File: src/rtl/exu_lsu.sv
// exu_lsu: load/store unit. Runs one AGU access at a time as a single
// request/response transaction on the core data bus. It adds a bus timeout,
// bus-error reporting, and draining of a late response after a timeout.
module exu_lsu #(
  parameter int TIMEOUT = 255,
  parameter int TO_W    = 8
) (
  input  logic        clk,
  input  logic        rst_n,
  input  logic        hs_ag4ls_val,
  output logic        hs_ls4ag_rdy,
  input  logic [31:0] i_ls_adr,
  input  logic [31:0] i_ls_wdat,
  input  logic [3:0]  i_ls_wen,
  input  logic        i_ls_ren,
  output logic [31:0] o_ls_rdat,
  output logic        o_ls_err,
  output logic        o_dbus_req_val,
  input  logic        i_dbus_req_rdy,
  output logic [31:0] o_dbus_adr,
  output logic [31:0] o_dbus_wdat,
  output logic [3:0]  o_dbus_wen,
  output logic        o_dbus_ren,
  input  logic        i_dbus_rsp_val,
  output logic        o_dbus_rsp_rdy,
  input  logic [31:0] i_dbus_rdat,
  input  logic        i_dbus_err
);

  typedef enum logic [1:0] {IDLE, REQ, RSP, DONE} state_e;

  localparam logic [TO_W-1:0] TO_LAST = TO_W'(TIMEOUT - 1);

  state_e          state_q, state_d;
  logic [31:0]     adr_q, adr_d;
  logic [31:0]     wdat_q, wdat_d;
  logic [31:0]     rdat_q, rdat_d;
  logic [3:0]      wen_q, wen_d;
  logic            ren_q, ren_d;
  logic            err_q, err_d;
  logic            stale_q, stale_d;
  logic [TO_W-1:0] cnt_q, cnt_d;

  logic op;
  logic expire;
  // Byte-lane bits are dropped: the bus address is always word aligned.
  logic unused_adr_lo;

  assign unused_adr_lo = ^i_ls_adr[1:0];
  assign op            = hs_ag4ls_val & (i_ls_ren | (|i_ls_wen));
  // ">=" rather than "==": a request accepted exactly at the limit enters RSP
  // with the count already past TIMEOUT-1 and must still be able to expire.
  assign expire        = (cnt_q >= TO_LAST);

  // Next-state and datapath update for the access FSM.
  always_comb begin
    state_d = state_q;
    adr_d   = adr_q;
    wdat_d  = wdat_q;
    rdat_d  = rdat_q;
    wen_d   = wen_q;
    ren_d   = ren_q;
    err_d   = err_q;
    stale_d = stale_q;
    cnt_d   = cnt_q;
    case (state_q)
      IDLE: begin
        if (stale_q) begin
          // Swallow the late beat of a timed-out access before taking new work.
          if (i_dbus_rsp_val) stale_d = 1'b0;
        end else if (op) begin
          adr_d   = {i_ls_adr[31:2], 2'b00};
          wdat_d  = i_ls_wdat;
          wen_d   = i_ls_wen;
          ren_d   = (|i_ls_wen) ? 1'b0 : i_ls_ren;
          cnt_d   = '0;
          state_d = REQ;
        end
      end
      REQ: begin
        cnt_d = cnt_q + 1'b1;
        if (i_dbus_req_rdy) begin
          state_d = RSP;
        end else if (expire) begin
          // Request withdrawn without acceptance: nothing will come back.
          err_d   = 1'b1;
          rdat_d  = '0;
          state_d = DONE;
        end
      end
      RSP: begin
        cnt_d = cnt_q + 1'b1;
        if (i_dbus_rsp_val) begin
          rdat_d  = i_dbus_err ? 32'h0 : i_dbus_rdat;
          err_d   = i_dbus_err;
          state_d = DONE;
        end else if (expire) begin
          err_d   = 1'b1;
          rdat_d  = '0;
          stale_d = 1'b1;
          state_d = DONE;
        end
      end
      default: state_d = IDLE;
    endcase
  end

  // State and datapath registers, cleared by the shared bus reset.
  always_ff @(posedge clk or negedge rst_n) begin
    if (!rst_n) begin
      state_q <= IDLE;
      adr_q   <= '0;
      wdat_q  <= '0;
      rdat_q  <= '0;
      wen_q   <= '0;
      ren_q   <= 1'b0;
      err_q   <= 1'b0;
      stale_q <= 1'b0;
      cnt_q   <= '0;
    end else begin
      state_q <= state_d;
      adr_q   <= adr_d;
      wdat_q  <= wdat_d;
      rdat_q  <= rdat_d;
      wen_q   <= wen_d;
      ren_q   <= ren_d;
      err_q   <= err_d;
      stale_q <= stale_d;
      cnt_q   <= cnt_d;
    end
  end

  // Outputs decoded from registered state; bus fields are zero outside REQ.
  always_comb begin
    hs_ls4ag_rdy   = (state_q == DONE) | ((state_q == IDLE) & ~op & ~stale_q);
    o_ls_rdat      = rdat_q;
    o_ls_err       = (state_q == DONE) & err_q;
    o_dbus_req_val = (state_q == REQ);
    o_dbus_adr     = (state_q == REQ) ? adr_q  : 32'h0;
    o_dbus_wdat    = (state_q == REQ) ? wdat_q : 32'h0;
    o_dbus_wen     = (state_q == REQ) ? wen_q  : 4'h0;
    o_dbus_ren     = (state_q == REQ) & ren_q;
    o_dbus_rsp_rdy = (state_q == RSP) | ((state_q == IDLE) & stale_q);
  end

endmodule

File: config.mk
export PLATFORM = sky130hd
export DESIGN_NAME = exu_lsu
export DESIGN_NICKNAME = d
export VERILOG_FILES = /design/src/rtl/exu_lsu.sv
export SDC_FILE = /design/constraint.sdc
export NUM_CORES = 1
export LEC_CHECK = 0
export ABC_AREA = 0
export CORE_MARGIN = 2
export CORE_UTILIZATION = 43
export CTS_CLUSTER_SIZE = 12
export DETAILED_ROUTE_END_ITERATION = 7
export PLACE_DENSITY = 0.82
export SYNTH_ARGS = -nofsm -noshare
export SYNTH_HDL_FRONTEND = slang
export SYNTH_SLANG_ARGS = --single-unit
File: constraint.sdc
create_clock -name clk -period 2.5 [get_ports clk]
set_input_delay 0.625 -clock clk [delete_from_list [all_inputs] [get_ports clk]]
set_output_delay 0.625 -clock clk [all_outputs]
set_load 0.05 [all_outputs]
==> metrics.txt, run 1 <==
vias per cell 5.16; worst r2r src state_q[1]; Worst EP required 1880 ps; Sw Pwr 5.07 mW; GRT Resource Usage Total 0.216; Crit-path slowest cell or4_4; Seq/Total Area, Yosys 0.549; Mapped Area 5060 um2; number of H-tree levels 3; global-route wire length before repair 21,300 um; Clk pwr share 0.122; core area 11,500 um2; Pre-antenna DRT Iters 4; Layout area overhead 65.3%; CP Launch Type input pin; crit end category output port; Reg power frac 0.259; Hold Crit Class in -> async; Simple-Gate Fraction of Synth Area 0.122; row count 39; Fillers 752; post-synthesis mux area share 0.170; CP Max Fanout 2; # DRC 0; Die H 112 um; final core utilization 0.729; Tot Pwr 12.1 mW; n_diodes 0; largest family of logic cells by synthesized area multiplexers; worst skew pair latency 350 ps; Post-synth EDFFs 0; Ports 212; Yosys cell types 44; Starting Density 0.441; relative slew slack 0.616; most common cell after layout, fill and taps aside clkdlybuf4s50_1; Fin. Hold Viols 0; worst-path cell chain clkdlybuf4s15_1 > or4_4 > o21ai_2 > a21o_1 > buf_12; post-route setup TNS 0 ps; Slew @ Worst Pin 576 ps; ranking of synthesized cells by area dfrtp_1 (55%), and2_1 (8.7%), mux2_4 (8.6%); most frequent cells in the layout clkdlybuf4s50_1 (131), dfrtp_1 (111), buf_12 (74), and2_1 (40), mux2_2 (37); final setup vio count 0; crit share post-route 0.985; Nets 706; Int Pwr 7.03 mW; gr ovfl total 0; ys async rst share 1.00; pwr/cell area 1450 nW/um2; WL final 13,100 um; clock net sink count 111; Final Slew Violations 0; largest net degree at the start of global routing 112; MaxCap Viol Count 0; IO Port Bufs 207; total number of vias 3,824; wire per inst 17.7 um; status finished clean; die footprint 12,600 um2; root buf cell clkbuf_16; Peak VDD IR 1.07 mV; Synth Register Bits 111; Max Clock Freq 406 MHz; DRT iter0 DRCs 173; Placement Setup Slack -214 ps; Crit path buffers/inverters 2; CP max stage delay 560 ps; largest area contributor in the netlist dfrtp_1; crit path DAT 1840 ps; Placer Congestion 0.790; hpwl dp 9680 um; Synth Area in Compound Gates 0.0985; die width 112 um; fin worst setup slack 38.4 ps; yosys warns 0; CTS Buf Count 9; initial antenna violation count 0; Synth Area in XOR/XNOR 0; layout cells sized above 1 0.348; WS Path Type in -> out; placed cells 724; shortest period the worst path allows 2460 ps; Lkg Pwr 3.74 nW; critical path launch point i_ls_wen[2]; CP delay by family, top simple AND/OR/NAND/NOR gates; RSZ-0062 raised after global routing yes; ys flop type dfrtp_1; Final Non-Filler Cells 741; worst-case clock buffer depth 2; cells after synthesis 383; final setup skew 5.26 ps; synthesized area per cell 13.2 um2; CTS tree built; Yosys top cell area share 0.549; switching part of the total power 0.419; Clock transition at path regs 70 ps; number of routed nets with antenna violations 0; hold_buf cts 0; post-synthesis adder-cell area fraction 0.0148; Logic pwr share 0.618; vias in the first global route 3,952
==> final timing paths <==
check                               endpoint  slack (ps)  depth (start not counted)
worst min-delay path                adr_q[7]         350                          2
worst max-delay path            hs_ls4ag_rdy          40                          5
max in group asynchronous              err_q        1740                          2
min in group clk                    cnt_q[6]         490                          1
worst min register to register      cnt_q[6]         490                          1
worst max register to register      cnt_q[6]         430                          6
==> area by class of cell <==
cell class / count / area, um2 / share of cell area
clock buffers: 11 / 253 / 0.0302
clock inverters: 5 / 56.3 / 0.00673
inverters: 8 / 30.0 / 0.00359
multi-input cells: 239 / 2120 / 0.254
well taps: 143 / 179 / 0.0214
flip-flops and latches: 111 / 2780 / 0.332
repair buffers: 224 / 2940 / 0.352
==> power by group through the flow <==
stage,Sequential [mW],Combinational (mW),Clock (mW)
after detailed placement,3.14,7.51,0
after global routing,3.25,7.80,1.58
after CTS,3.14,7.54,1.52
after global placement,3.09,7.37,0
after floorplan,3.91,3.61,0
final,3.14,7.48,1.48
==> layer usage <==
layer	track usage	vias to the layer above	routed length [um]
li1	-	1761	-
met1	0.272	1880	5540
met2	0.361	162	6570
met3	0.0567	21	751
met4	0.0756	0	286
met5	0	-	0
==> registers in the layout, indices dropped and copies added (netlist names) <==
| register | count |
|---|---|
| adr_q | 30 |
| cnt_q | 8 |
| err_q | 1 |
| o_ls_rdat | 32 |
| ren_q | 1 |
| stale_q | 1 |
| state_q | 2 |
| wdat_q | 32 |
| wen_q | 4 |
==> cells in the mapped netlist, types with 3 or more instances <==
cell type  instances
ha_1               6
and2_1            70
a21o_1             3
nand3_1            7
clkbuf_1          15
a22o_1            32
mux2_4            29
buf_4              6
buf_12             4
nand2_1            6
dfrtp_1          111
o21ai_0            9
mux2_2            37
nor2_1             5
inv_1              8
==> kinds of logic after synthesis <==
group                      after synthesis
buffers and inverters                   34
and+or+nand+nor                        103
other                                    1
muxes                                   67
DFF                                    111
AOI/OAI and AO/OA                       61
adders and majority gates                6
==> worst register-to-register path, stage by stage, from the launching register on <==
cell,delay (ps)
dfrtp_1,440
ha_1,280
nor4bb_1,360
a311oi_2,90
buf_4,180
or2_2,320
o41ai_1,290
==> stage by stage <==
| step | hold WS, ps | instance area, um2 |
|---|---|---|
| floorplan | 329 | 5100 |
| global placement | 459 | 8040 |
| detailed placement | 477 | 8040 |
| CTS | 369 | 8350 |
| global route | 400 | 8360 |
| finish | 347 | 8360 |
==> what timing repair did <==
| action | 4_1_cts | 5_1_grt |
|---|---|---|
| cloned | 0 | 0 |
| resized for setup | 7 | 0 |
| endpoints found under the hold margin | 0 | 0 |
| setup buffers | 0 | 1 |
| setup endpoints to repair | 19 | 2 |
| pin swaps | 3 | 2 |
Power figures use the tool's default switching activity.
==> inputs of run 2 (changes only) <==
--- a/config.mk
+++ b/config.mk
@@ -6,11 +6,14 @@
 export NUM_CORES = 1
 export LEC_CHECK = 0
 export ABC_AREA = 0
+export CAP_MARGIN = 25
 export CORE_MARGIN = 2
 export CORE_UTILIZATION = 43
 export CTS_CLUSTER_SIZE = 12
 export DETAILED_ROUTE_END_ITERATION = 7
+export GPL_TIMING_DRIVEN = 0
 export PLACE_DENSITY = 0.82
 export SYNTH_ARGS = -nofsm -noshare
 export SYNTH_HDL_FRONTEND = slang
 export SYNTH_SLANG_ARGS = --single-unit
+export TNS_END_PERCENT = 5
==> run 2 against run 1 <==
  * Largest cell class is now sequential cells
  * Via count shrank 0.84%
  * Power is 8.8% lower
  * Clock skew shrank 1.6 ps
  * Routed wire length is 1.3% lower
  * Critical endpoint unchanged
==> metrics.txt, run 2 (synthesis gave the netlist of run 1 again) <==
vias in the first global route 4,024; Nets 718; number of routed nets with antenna violations 0; die width 112 um; root buf cell clkbuf_16; Int Pwr 6.16 mW; WL final 13,000 um; Reg power frac 0.283; hold_buf cts 0; CTS tree built; n_diodes 0; Starting Density 0.441; Slew @ Worst Pin 863 ps; gr ovfl total 0; Lkg Pwr 3.60 nW; largest net degree at the start of global routing 69; core area 11,500 um2; Fin. Hold Viols 0; Hold Crit Class in -> async; wire per inst 17.2 um; most frequent cells in the layout clkdlybuf4s50_1 (131), dfrtp_1 (111), and2_1 (40), mux2_2 (37), a22o_1 (32); IO Port Bufs 207; MaxCap Viol Count 0; clock net sink count 111; post-route setup TNS 0 ps; vias per cell 5.04; final setup skew 3.70 ps; final setup vio count 0; crit share post-route 0.998; Peak VDD IR 0.863 mV; Max Clock Freq 401 MHz; layout cells sized above 1 0.346; crit path DAT 1870 ps; hold_ws 384 ps; shortest period the worst path allows 2490 ps; GRT Resource Usage Total 0.209; final core utilization 0.665; Layout area overhead 50.8%; number of H-tree levels 3; row count 39; crit end category output port; Tot Pwr 11.0 mW; initial antenna violation count 0; Die H 112 um; worst skew pair latency 350 ps; Pre-antenna DRT Iters 4; CP Launch Type input pin; RSZ-0062 raised after global routing yes; total number of vias 3,792; CTS Buf Count 9; worst-case clock buffer depth 2; status finished clean; Clk pwr share 0.134; Worst EP required 1880 ps; Placer Congestion 0.816; WS Path Type in -> out; most common cell after layout, fill and taps aside clkdlybuf4s50_1; # DRC 0; Ports 212; DRT iter0 DRCs 156; global-route wire length before repair 20,900 um; relative slew slack 0.425; switching part of the total power 0.441; Clock transition at path regs 70 ps; Sw Pwr 4.87 mW; CP Max Fanout 2; Final Slew Violations 0; hpwl dp 9760 um; die footprint 12,600 um2; pwr/cell area 1450 nW/um2; Logic pwr share 0.582
==> run 2: cell types whose count changed in the layout (fill, tap and decap cells not counted), sizes merged <==
cell | previous run | this run
buf | 89 | 79
clkbuf | 11 | 32
clkdlybuf4s15 | 2 | 1
clkdlybuf4s18 | 0 | 1
clkinv | 3 | 2
clkinvlp | 1 | 0
dlygate4sd2 | 2 | 4
dlymetal6s2s | 0 | 1
==> run 2: per-stage QoR <==
| step | cell area [um2] | std cells | setup slack [ps] |
|---|---|---|---|
| final | 7630 | 753 | 5.44 |
| after global routing | 7630 | 753 | -32.1 |
| after CTS | 7570 | 753 | -53.0 |
| after detailed placement | 7370 | 735 | -910 |
| after global placement | 7350 | 734 | -3330 |
| after floorplan | 5100 | 384 | -4.07 |
==> run 2: cell type report <==
class	instances	area [um2]
well taps	143	179
multi-input cells	239	2100
inverters	8	30.0
clock buffers	13	270
clock inverters	3	40.0
fillers	857	3840
plain buffers	26	238
repair buffers	210	1990
flip-flops and latches	111	2780
==> run 2: what timing repair did <==
action,4_1_cts,5_1_grt
gates cloned,0,0
setup buffers,2,0
setup endpoints to repair,71,66
resized for setup,398,55
pin swaps,3,2
==> run 2: path summary, 6_finish.rpt <==
path | start | to | slack [ps] | cells after the start
setup reg to reg | cnt_q[0] | o_ls_rdat[17] | 320 | 7
min in group clk | cnt_q[6] | cnt_q[6] | 490 | 1
setup / recovery | i_ls_wen[1] | hs_ls4ag_rdy | 5 | 5
hold reg to reg | cnt_q[6] | cnt_q[6] | 490 | 1
max in group asynchronous | rst_n | o_ls_rdat[14] | 1380 | 2
hold / removal | rst_n | adr_q[19] | 380 | 1
==> run 2: worst max-delay path, cell delays in order <==
cell	delay, ps
dlygate4sd2_1	240
or4_4	550
o21ai_2	140
a21o_1	150
buf_6	160
==> run 2: power groups by stage <==
stage / registers [mW] / logic, mW / clock network, mW
after CTS: 3.12 / 6.36 / 1.52
after global placement: 3.09 / 6.32 / 0
after floorplan: 3.91 / 3.61 / 0
after detailed placement: 3.13 / 6.44 / 0
after global routing: 3.23 / 6.75 / 1.60
final: 3.12 / 6.42 / 1.48
==> run 2: metal layers <==
metal | track usage | up-vias | part of all wire
met5 | 0 | - | 0
met4 | 0.0813 | 0 | 0.022
met3 | 0.0470 | 21 | 0.065
met2 | 0.352 | 152 | 0.49
met1 | 0.262 | 1834 | 0.43
li1 | - | 1785 | -
==> RTL edit 1 (config.mk and constraints of run 2) <==
`TO_W`: 8 -> 6.
--- a/src/rtl/exu_lsu.sv
+++ b/src/rtl/exu_lsu.sv
@@ -3,7 +3,7 @@
 // bus-error reporting, and draining of a late response after a timeout.
 module exu_lsu #(
   parameter int TIMEOUT = 255,
-  parameter int TO_W    = 8
+  parameter int TO_W    = 6
 ) (
   input  logic        clk,
   input  logic        rst_n,
Check against the original RTL: no difference found for any inputs over 4 cycles, from zero or initial values and one cycle with rst_n low; that may be too few to reach the edited logic, so the function may still have changed.
==> RTL edit 1 against run 2 <==
  * Setup slack got worse by 0.0041 ns
  * Highest routed layer unchanged
  * Synthesized area decreased by 2.5%
  * Total power decreased by 3.9%
  * Critical path type unchanged
  * Design area decreased by 1.5%
  * Non-clock buffer count increased by 2
  * Wire length decreased by 0.91%
  * Sequential cell count decreased by 2
  * Hold slack got worse by 0.082 ns
  * Via count about the same
  * Critical endpoint unchanged
==> RTL edit 1: results (changes against run 2) <==
Route:
- The routed wire length is 12900 um (was 13000 um).
- The average wire per cell in the routed design is 17.1 um (was 17.2 um).
- The detailed route wirelength on metal3 is 937 um (was 842 um).
- The number of DRC markers in iteration 0 was 167 (was 156).
- The routed length on met1 was 5450 um (was 5520 um).
- The total number of vias is 3789 (was 3792).

Logic synthesis:
- The proportion of synthesized area in mux cells came to 16.4% (was 17.0%).
- The synthesized-area fraction occupied by adder cells is 1.52% (was 1.48%).
- The complex-gate fraction of the synthesized area is 8.78% (was 9.85%).
- The average instance area after synthesis is 13.0 sq um (was 13.2 sq um).
- Cell types with the highest counts after synthesis: sky130_fd_sc_hd__dfrtp_1 (109), sky130_fd_sc_hd__and2_1 (67), sky130_fd_sc_hd__a22o_1 (32) (was sky130_fd_sc_hd__dfrtp_1 (111), sky130_fd_sc_hd__and2_1 (70), sky130_fd_sc_hd__mux2_2 (37)).
- The sequential share of the synthesized area was 55.3% (was 54.9%).

Finish:
- The number of nets at the end of the flow is 717 (was 718).
- The filler cell count in the final layout is 811 (was 857).

Pwr:
- The total power is 10.6 mW (was 11.0 mW).
- The sequential power share was 28.5% (was 28.3%).
- The net switching share of the total power is 46.0% (was 44.1%).
- The portion of total power attributed to the clock network came to 12.8% (was 13.4%).

GRT:
- The met1 demand-to-capacity share in global routing is 26.6% (was 26.2%).
- The number of global-route vias before repair came to 3987 (was 4024).
- The met2 usage in global routing came to 34.9% (was 35.2%).
- The largest net degree at the start of global routing came to 59 (was 69).
- The met3 layer usage reported by global route is 6.01% (was 4.70%).

Critical path:
- The largest stage delay on the critical path is 0.53 ns (was 0.55 ns).

Placed design:
- The final HPWL from detailed placement came to 9550 um (was 9760 um).
- The last weighted congestion value of the routability-driven placer came to 0.824 (was 0.816).

Outcome:
- Outcome: complete, no violations (unchanged).

Timing:
- The relative slew slack is 53.3% (was 42.5%).
- The post-route clock skew is 0.00443 ns (was 0.00370 ns).
==> RTL edit 1: cell types whose count changed after synthesis, moves of 3 or more <==
| cell | before | now |
|---|---|---|
| sky130_fd_sc_hd__a21oi_1 | 1 | 4 |
| sky130_fd_sc_hd__and2_1 | 70 | 67 |
| sky130_fd_sc_hd__mux2_1 | 0 | 6 |
| sky130_fd_sc_hd__mux2_2 | 37 | 26 |
| sky130_fd_sc_hd__nand2_1 | 6 | 22 |
| sky130_fd_sc_hd__nand2b_1 | 1 | 4 |
| sky130_fd_sc_hd__o21ai_0 | 9 | 5 |
==> RTL edit 1: per-stage QoR <==
stage	TNS, ns	util [%]	setup WS [ns]
5_1_grt	-0.0197	66.4	-0.0104
3_5_place_dp	-38.85	63.8	-0.993
3_3_place_gp	-386.52	63.6	-3.20
4_1_cts	-0.157	66.4	-0.134
6_report	0	66.4	0.00137
2_1_floorplan	-0.0102	-	-0.0102
==> RTL edit 1: layout make-up <==
| cell class | instances | share of cell area [%] |
|---|---|---|
| sequential | 109 | 36.3 |
| inverter | 6 | 0.300 |
| buffer | 26 | 2.71 |
| multi-input combinational | 240 | 27.1 |
| clock inverter | 7 | 0.749 |
| timing repair buffer | 212 | 27.5 |
| tap | 143 | 2.38 |
| clock buffer | 9 | 3.00 |
==> RTL edit 1: worst paths after layout <==
| kind | start | endpoint | slack, ns |
|---|---|---|---|
| min in group clk | i_ls_wen[1] | wen_q[1] | 0.46 |
| worst min-delay path | rst_n | err_q | 0.30 |
| worst max-delay path | i_ls_wen[1] | hs_ls4ag_rdy | 0.001 |
| max in group asynchronous | rst_n | wdat_q[8] | 1.48 |
| worst min register to register | adr_q[23] | adr_q[23] | 0.48 |
| worst max register to register | state_q[0] | adr_q[28] | 0.33 |
==> RTL edit 2 (settings of run 2) <==
Made on the original files. `adr_q` no longer has a reset.
--- a/src/rtl/exu_lsu.sv
+++ b/src/rtl/exu_lsu.sv
@@ -109,7 +109,6 @@
   always_ff @(posedge clk or negedge rst_n) begin
     if (!rst_n) begin
       state_q <= IDLE;
-      adr_q   <= '0;
       wdat_q  <= '0;
       rdat_q  <= '0;
       wen_q   <= '0;
@@ -119,7 +118,6 @@
       cnt_q   <= '0;
     end else begin
       state_q <= state_d;
-      adr_q   <= adr_d;
       wdat_q  <= wdat_d;
       rdat_q  <= rdat_d;
       wen_q   <= wen_d;
@@ -128,6 +126,10 @@
       stale_q <= stale_d;
       cnt_q   <= cnt_d;
     end
+  end
+
+  always_ff @(posedge clk) begin
+    adr_q <= adr_d;
   end
 
   // Outputs decoded from registered state; bus fields are zero outside REQ.
Check against the original RTL: no difference found for any inputs over 4 cycles, from zero or initial values and one cycle with rst_n low; that may be too few to reach the edited logic, so the function may still have changed.
==> RTL edit 2 against run 2 <==
  * Cell count shrank 4.0%
  * Synthesized area fell by 5.3%
  * Synthesized cell count shrank 7.8%
  * Design area fell by 3.5%
  * Setup slack better by 0.045 ns
  * Global-route usage is 0.29 points higher
  * Sequential share of layout area up 3.4 points
  * Sequential cell count unchanged
  * Hold slack got worse by 0.26 ns
  * Total power shrank 8.4%
  * Wire length shrank 0.25%
  * Critical path type unchanged
  * Largest cell class unchanged
==> RTL edit 2: results (changes against run 2) <==
Critical path:
- The launching element of the worst setup path is i_ls_wen[2] (was i_ls_wen[1]).
- The data arrival time of the critical path is 1.82 ns (was 1.87 ns).
- The length in cells of the worst reg-to-reg path is 8 (was 7).
- The reg-to-reg startpoint is state_q[0] (was cnt_q[0]).

Finish:
- The fraction of final layout cells sized beyond drive strength 1 is 29.8% (was 34.6%).
- The number of nets at the end of the flow is 691 (was 718).
- The number of cells in the finished layout apart from fillers came to 723 (was 753).

Logic synthesis:
- The complex-gate fraction of the synthesized area is 10.2% (was 9.85%).
- Synth top area cells: sky130_fd_sc_hd__dfrtp_1 (42%), sky130_fd_sc_hd__edfxtp_1 (19%), sky130_fd_sc_hd__and2_1 (9.1%) (was sky130_fd_sc_hd__dfrtp_1 (55%), sky130_fd_sc_hd__and2_1 (8.7%), sky130_fd_sc_hd__mux2_4 (8.6%)).
- The number of synthesized flops with an enable pin is 30 (was 0).
- The share of flip-flops with an asynchronous set or reset after synthesis is 73.0% (was 100%).
- The proportion of synthesized area in mux cells is 10.3% (was 17.0%).
- The sequential share of the synthesized area came to 61.1% (was 54.9%).
- The cell count after synthesis is 353 (was 383).

CTS:
- The clock latency on the worst-skew pair is 0.38 ns (was 0.35 ns).
- The clock-pin slew reported for the worst setup and hold paths after clock tree synthesis is 0.10 ns (was 0.07 ns).
- The cell chosen for the clock root is sky130_fd_sc_hd__clkbuf_8 (was sky130_fd_sc_hd__clkbuf_16).

Route:
- The average wire per cell in the routed design is 17.9 um (was 17.2 um).
- The number of DRC markers in iteration 0 is 213 (was 156).
- The detailed-route vias per instance is 5.14 (was 5.04).

Pwr:
- The peak supply drop is 0.000756 V (was 0.000863 V).
- The leakage power summed over all cells came to 3.29 nW (was 3.60 nW).

Placed design:
- The final HPWL from detailed placement is 9500 um (was 9760 um).
- The cell count after placement was 703 (was 735).
- The last weighted congestion value of the routability-driven placer was 0.790 (was 0.816).

Timing:
- The relative slew slack is 61.6% (was 42.5%).
- The post-route clock skew is 0.00849 ns (was 0.00370 ns).

GRT:
- The largest net degree at the start of global routing is 62 (was 69).
- The number of global-route vias before repair is 3790 (was 4024).
- The wire length of the first global-routing pass was 19200 um (was 20900 um).
- The total global-route track usage was 21.1% (was 20.9%).

Outcome:
- Outcome: complete, no violations (unchanged).
[RTL edit 2: worst paths after layout]
path                            endpoint  slack, ns
setup / recovery            hs_ls4ag_rdy       0.05
hold reg to reg                 cnt_q[6]       0.51
min in group clk                cnt_q[6]       0.51
hold / removal             o_ls_rdat[19]       0.13
max in group asynchronous   o_ls_rdat[0]       1.78
setup reg to reg                adr_q[5]       0.25
[RTL edit 2: kinds of logic after synthesis]
logic type	after synthesis
other cells	1
buf+inv	31
flops	111
simple gates	105
mux	38
compound gates	61
fa+ha+maj	6
[RTL edit 2: what timing repair did]
item | in CTS | in global routing
hold buffers | 0 | 0
endpoints found under the setup margin | 101 | 83
pin swaps | 3 | 3
gates cloned | 0 | 0
buffers inserted | 4 | 1
hold endpoints to repair | 0 | 0
gates resized for setup | 425 | 43
[RTL edit 2: cell type report]
type | count | area [sq um]
Buffer | 21 | 203
Clock buffer | 13 | 201
Clock inverter | 3 | 18.8
Fill cell | 806 | 3480
Inverter | 9 | 37.5
Multi-Input combinational cell | 212 | 1730
Sequential cell | 111 | 2930
Tap cell | 140 | 175
Timing Repair Buffer | 214 | 2060
[RTL edit 2: critical path, cell delays in order]
cell	delay, ns
sky130_fd_sc_hd__clkdlybuf4s15_1	0.19
sky130_fd_sc_hd__or4_4	0.56
sky130_fd_sc_hd__o21ai_4	0.15
sky130_fd_sc_hd__a21o_1	0.15
sky130_fd_sc_hd__buf_6	0.16
[RTL edit 2: routing by layer]
metal | GRT usage, % | vias to the layer above | wire (um)
met5 | 0 | - | 0
met4 | 8.23 | 0 | 256
met3 | 4.21 | 21 | 759
met2 | 37.1 | 164 | 6770
met1 | 25.5 | 1821 | 5160
li1 | - | 1707 | -
[RTL edit 2: where the power goes]
group	internal [mW]	total, mW	switching [mW]
clock network	0.538	1.15	0.614
registers	2.61	2.98	0.375
logic	2.35	5.97	3.62
[RTL edit 2: stage by stage]
| stage | instance area [sq um] | worst slack, ns |
|---|---|---|
| after global routing | 7360 | -0.0347 |
| after global placement | 7070 | -1.99 |
| after CTS | 7250 | -0.0504 |
| after floorplan | 4820 | -0.0298 |
| final | 7360 | 0.0500 |
| after detailed placement | 7120 | -1.05 |
